### src/rtl/ramcard_mem_arbiter.sv
// Two-port SRAM arbiter for the language/Saturn card (CPU path + DMA loader).
// Define RAMCARD_ARB_RR_EN for round-robin arbitration instead of fixed CPU priority.
module ramcard_mem_arbiter #(
   parameter int ADDR_W      = 18,
   parameter int DATA_W      = 8,
   parameter int WAIT_CYCLES = 2
) (
   input  logic              clk,
   input  logic              reset_in,
   input  logic              cpu_req,
   input  logic              cpu_we,
   input  logic [ADDR_W-1:0] cpu_addr,
   input  logic [DATA_W-1:0] cpu_din,
   output logic [DATA_W-1:0] cpu_dout,
   output logic              cpu_ack,
   input  logic              dma_req,
   input  logic              dma_we,
   input  logic [ADDR_W-1:0] dma_addr,
   input  logic [DATA_W-1:0] dma_din,
   output logic [DATA_W-1:0] dma_dout,
   output logic              dma_ack,
   output logic [ADDR_W-1:0] mem_addr,
   output logic [DATA_W-1:0] mem_wdata,
   input  logic [DATA_W-1:0] mem_rdata,
   output logic              mem_ce_n,
   output logic              mem_oe_n,
   output logic              mem_we_n,
   output logic              busy
);

   if (WAIT_CYCLES < 1 || WAIT_CYCLES > 15) begin : g_bad_wait_cycles
      $error("ramcard_mem_arbiter: WAIT_CYCLES must be within 1..15");
   end

   typedef enum logic [1:0] {
      S_IDLE,
      S_SETUP,
      S_STROBE,
      S_DONE
   } state_t;

   localparam logic [3:0] CNT_LOAD = 4'(WAIT_CYCLES - 1);

   state_t            state_q, state_d;
   logic [3:0]        cnt_q, cnt_d;
   logic [ADDR_W-1:0] addr_q, addr_d;
   logic [DATA_W-1:0] wdata_q, wdata_d;
   logic              we_q, we_d;
   logic              gnt_dma_q, gnt_dma_d;
   logic              ce_n_q, ce_n_d;
   logic              oe_n_q, oe_n_d;
   logic              we_n_q, we_n_d;
   logic              busy_q, busy_d;
   logic              cpu_ack_q, cpu_ack_d;
   logic              dma_ack_q, dma_ack_d;
   logic [DATA_W-1:0] cpu_dout_q, cpu_dout_d;
   logic [DATA_W-1:0] dma_dout_q, dma_dout_d;
   logic              pick_dma;

`ifdef RAMCARD_ARB_RR_EN
   // prio_dma_q names the port that wins the next tie; it flips to the other port on every grant.
   logic prio_dma_q, prio_dma_d;

   assign pick_dma = dma_req && (!cpu_req || prio_dma_q);

   always_comb begin
      prio_dma_d = prio_dma_q;
      if (state_q == S_IDLE && (cpu_req || dma_req)) begin
         prio_dma_d = !pick_dma;
      end
   end

   always_ff @(posedge clk) begin
      if (reset_in) begin
         prio_dma_q <= 1'b0;
      end else begin
         prio_dma_q <= prio_dma_d;
      end
   end
`else
   assign pick_dma = dma_req && !cpu_req;
`endif

   // Next-state logic; the SRAM strobes are derived from the next state so every pin comes straight off a flop.
   always_comb begin
      state_d    = state_q;
      cnt_d      = cnt_q;
      addr_d     = addr_q;
      wdata_d    = wdata_q;
      we_d       = we_q;
      gnt_dma_d  = gnt_dma_q;
      cpu_ack_d  = 1'b0;
      dma_ack_d  = 1'b0;
      cpu_dout_d = cpu_dout_q;
      dma_dout_d = dma_dout_q;

      case (state_q)
         S_IDLE: begin
            if (cpu_req || dma_req) begin
               gnt_dma_d = pick_dma;
               addr_d    = pick_dma ? dma_addr : cpu_addr;
               wdata_d   = pick_dma ? dma_din  : cpu_din;
               we_d      = pick_dma ? dma_we   : cpu_we;
               state_d   = S_SETUP;
            end
         end
         S_SETUP: begin
            cnt_d   = CNT_LOAD;
            state_d = S_STROBE;
         end
         S_STROBE: begin
            if (cnt_q == 4'd0) begin
               state_d = S_DONE;
               if (gnt_dma_q) begin
                  dma_ack_d = 1'b1;
                  if (!we_q) dma_dout_d = mem_rdata;
               end else begin
                  cpu_ack_d = 1'b1;
                  if (!we_q) cpu_dout_d = mem_rdata;
               end
            end else begin
               cnt_d = cnt_q - 4'd1;
            end
         end
         S_DONE: begin
            state_d = S_IDLE;
         end
         default: begin
            state_d = S_IDLE;
         end
      endcase

      ce_n_d = (state_d == S_IDLE);
      oe_n_d = !(((state_d == S_SETUP) || (state_d == S_STROBE)) && !we_d);
      we_n_d = !((state_d == S_STROBE) && we_d);
      busy_d = (state_d != S_IDLE);
   end

   always_ff @(posedge clk) begin
      if (reset_in) begin
         state_q    <= S_IDLE;
         cnt_q      <= 4'd0;
         addr_q     <= '0;
         wdata_q    <= '0;
         we_q       <= 1'b0;
         gnt_dma_q  <= 1'b0;
         ce_n_q     <= 1'b1;
         oe_n_q     <= 1'b1;
         we_n_q     <= 1'b1;
         busy_q     <= 1'b0;
         cpu_ack_q  <= 1'b0;
         dma_ack_q  <= 1'b0;
         cpu_dout_q <= '0;
         dma_dout_q <= '0;
      end else begin
         state_q    <= state_d;
         cnt_q      <= cnt_d;
         addr_q     <= addr_d;
         wdata_q    <= wdata_d;
         we_q       <= we_d;
         gnt_dma_q  <= gnt_dma_d;
         ce_n_q     <= ce_n_d;
         oe_n_q     <= oe_n_d;
         we_n_q     <= we_n_d;
         busy_q     <= busy_d;
         cpu_ack_q  <= cpu_ack_d;
         dma_ack_q  <= dma_ack_d;
         cpu_dout_q <= cpu_dout_d;
         dma_dout_q <= dma_dout_d;
      end
   end

   assign mem_addr  = addr_q;
   assign mem_wdata = wdata_q;
   assign mem_ce_n  = ce_n_q;
   assign mem_oe_n  = oe_n_q;
   assign mem_we_n  = we_n_q;
   assign busy      = busy_q;
   assign cpu_ack   = cpu_ack_q;
   assign dma_ack   = dma_ack_q;
   assign cpu_dout  = cpu_dout_q;
   assign dma_dout  = dma_dout_q;

endmodule

### config.mk
export PLATFORM = sky130hd
export DESIGN_NAME = ramcard_mem_arbiter
export DESIGN_NICKNAME = d
export VERILOG_FILES = /design/src/rtl/ramcard_mem_arbiter.sv
export SDC_FILE = /design/constraint.sdc
export NUM_CORES = 1
export LEC_CHECK = 0
export ABC_AREA = 1
export BUFFER_PORTS_ARGS = -buffer_cell sky130_fd_sc_hd__clkbuf_2
export CAP_MARGIN = 20
export CORE_UTILIZATION = 42
export DETAILED_ROUTE_END_ITERATION = 12
export PLACE_DENSITY = 0.75
export SLEW_MARGIN = 20
export SYNTH_ARGS = -nofsm -noshare
export SYNTH_HDL_FRONTEND = slang
export SYNTH_SLANG_ARGS = --single-unit
### constraint.sdc
create_clock -name clk -period 1.5 [get_ports clk]
set_input_delay 0.15 -clock clk [delete_from_list [all_inputs] [get_ports clk]]
set_output_delay 0.15 -clock clk [all_outputs]
set_load 0.02 [all_outputs]
==> run_results.csv <==
group,metric,value,unit
run_status,status,"finished, final reports clean",
yosys,syn_inst,330,
route,drc_errors,0,
route,via_count,2595,
floorplan,rows,27,
power_and_ir_drop,p_per_area,1760,nW/um^2
route,vias_per_cell,5.04,
route,first_iter_violations,83,
floorplan,die_h,79.6,microns
grt,gr-usage-all-layers,20.6,%
clocking,ctsHoldBuffers,0,
clocking,clock_latency,300,ps
yosys,synth-seq-area-share,44.4,%
sta,max-slew-margin-rel,75.6,%
setup_path,worstSetupStartpointType,"flop",
clocking,cts_tree,"built",
layout,drive_gt1_share,35.0,%
floorplan,dieArea,6330,sq um
sta,fin_crit_sh,95.0,%
setup_path,end_kind,"flop",
power_and_ir_drop,p_leak,1.61,nW
yosys,ys_seq_elements,56,
layout,nets,518,
yosys,syn_nets,405,
grt,grt_pass1_vias,2417,
setup_path,arrival,1630,ps
grt,antenna_found_initial,0,
clocking,clockBufferDepth,2,
sta,final-hold-violation-count,0,
sta,slew_viol_final,0,
placed_design,port_buffers,113,
worst_hold_path,min_path_type,"in2reg",
grt,grt_pass1_wl,10400,microns
clocking,cts_root_buf,"clkbuf_8",
clocking,cts.clk_slew.worst_paths,100,ps
yosys,synth.avg_cell_area,7.66,sq um
route,firstDrtPassIters,4,
sta,finalClockSkew,7.47,ps
layout,final_cell_mix,"113 x clkbuf_2, 53 x dfxtp_1, 48 x nor2_1",
placed_design,gp_congestion,0.796,
setup_path,crit_fanout,7,
power_and_ir_drop,p_total,5.83,mW
sta,period_minus_slack,1430,ps
grt,grt_max_degree,40,
placed_design,place_ws,15.0,ps
floorplan,die_w,79.6,microns
layout,antenna_cells,0,
yosys,syn-cell-area,2530,sq um
yosys,synth.distinct_cells,25,
job,max_cap_viol_count,0,
placed_design,hpwl,4680,microns
sta,tightest_slew,365,ps
floorplan,ioPinCount,114,
grt,gr-total-overflow,0,
sta,fin_ws,75.0,ps
route,wl_per_cell,12.6,microns
layout,area_growth,31.5,%
sta,max_freq,702,MHz
sta,finalSetupTns,0,ps
floorplan,design.core.area,5640,sq um
floorplan,start_util,44.8,%
setup_path,crit_type,"reg2reg",
yosys,ys_warn_count,0,
layout,layout.cells.most_common,"clkbuf_2",
clocking,cts_made_buffers,5,
route,detail_route.wirelength,6500,microns
clocking,cts.sinks,56,
sta,hold_slack,65.0,ps
route,ant_nets,0,
power_and_ir_drop,vdd_drop_max,808,uV
setup_path,cp.required,1700,ps
sta,setup_viol,0,
clocking,htreeDepth,2,
## cell usage after synthesis
| library cell | count | area share (%) |
|---|---|---|
| o21ai_0 | 41 | 8.1 |
| a21oi_1 | 32 | 6.3 |
| nor2_8 | 2 | 1.6 |
| buf_6 | 6 | 2.7 |
| nand3_4 | 1 | 0.69 |
| nor3_1 | 18 | 3.6 |
| nor2_1 | 48 | 7.1 |
| buf_4 | 1 | 0.30 |
| inv_2 | 2 | 0.30 |
| dfxtp_1 | 56 | 44 |
| or2_2 | 2 | 0.50 |
| nor2_4 | 3 | 1.3 |
| nor2_2 | 1 | 0.25 |
| ha_1 | 9 | 4.5 |
| clkbuf_1 | 5 | 0.74 |
| buf_1 | 1 | 0.15 |
| buf_2 | 5 | 0.99 |
| nand3b_1 | 1 | 0.30 |
| nand4_1 | 1 | 0.25 |
| nand2_1 | 46 | 6.8 |
| o211ai_1 | 1 | 0.30 |
| clkbuf_2 | 1 | 0.20 |
| inv_1 | 14 | 2.1 |
| nand3_1 | 6 | 1.2 |
| o21ai_1 | 27 | 5.3 |
## path summary, 6_finish.rpt
check	to	slack, ps	start	cells after the start
worst min register to register	cnt_q[1]	470	cnt_q[1]	2
worst max register to register	mem_ce_n	70	state_q[0]	7
worst min-delay path	mem_wdata[0]	60	dma_din[0]	3
worst max-delay path	mem_ce_n	70	state_q[0]	7
## repair_timing
item	in CTS	in global routing
hold endpoints to repair	0	0
pin swaps	0	1
resized for setup	1	12
setup endpoints to repair	1	31
gates cloned	0	1
buffers inserted	0	0
## flip-flops by register name (all words and copies together), names as in the netlist
name and cells:
mem_addr 18, cpu_dout 8, dma_dout 8, mem_wdata 8, cnt_q 4, state_q 2, busy 1, cpu_ack 1
dma_ack 1, gnt_dma_q 1, mem_ce_n 1, mem_oe_n 1, mem_we_n 1, we_q 1
## power breakdown
part	switching, mW	internal [mW]	total, mW
sequential	0.222	1.93	2.15
clock	0.476	0.318	0.794
combinational	1.79	1.10	2.89
## routing by layer
layer	share of wire, %	global-route usage [%]	up-vias
met2	50	37.6	82
li1	-	-	1327
met3	4.7	2.97	11
met4	1.8	8.00	0
met1	44	24.0	1175
met5	0	0	-
## final cells by class
class                   count  area (sq um)
flip-flops and latches     56          1120
well taps                  72          90.1
repair buffers            125           702
clock buffers               5          68.8
inverters                  16          60.1
multi-input cells         239          1260
fillers                   538          2320
clock inverters             2          12.5
## cells by family after synthesis
| group | share of synthesized area (%) |
|---|---|
| simple gates | 23.6 |
| compound gates | 20.1 |
| flops | 44.4 |
| buf+inv | 7.43 |
| fa+ha+maj | 4.46 |
## stage by stage
stage / area, sq um / cells / util, %
after CTS: 3260 / 514 / 57.7
after detailed placement: 3170 / 507 / 56.3
after floorplan: 2540 / 330 / -
after global routing: 3320 / 515 / 58.9
final: 3320 / 515 / 58.9
after global placement: 3170 / 507 / 56.3
## worst max-delay path: stages (launching register included)
cell and delay (ps):
dfxtp_2 340, inv_2 100, ha_4 200, nand3_4 90
nand2_1 80, nand2_2 60, ha_1 180, or2_2 260
Power figures use the tool's default switching activity.
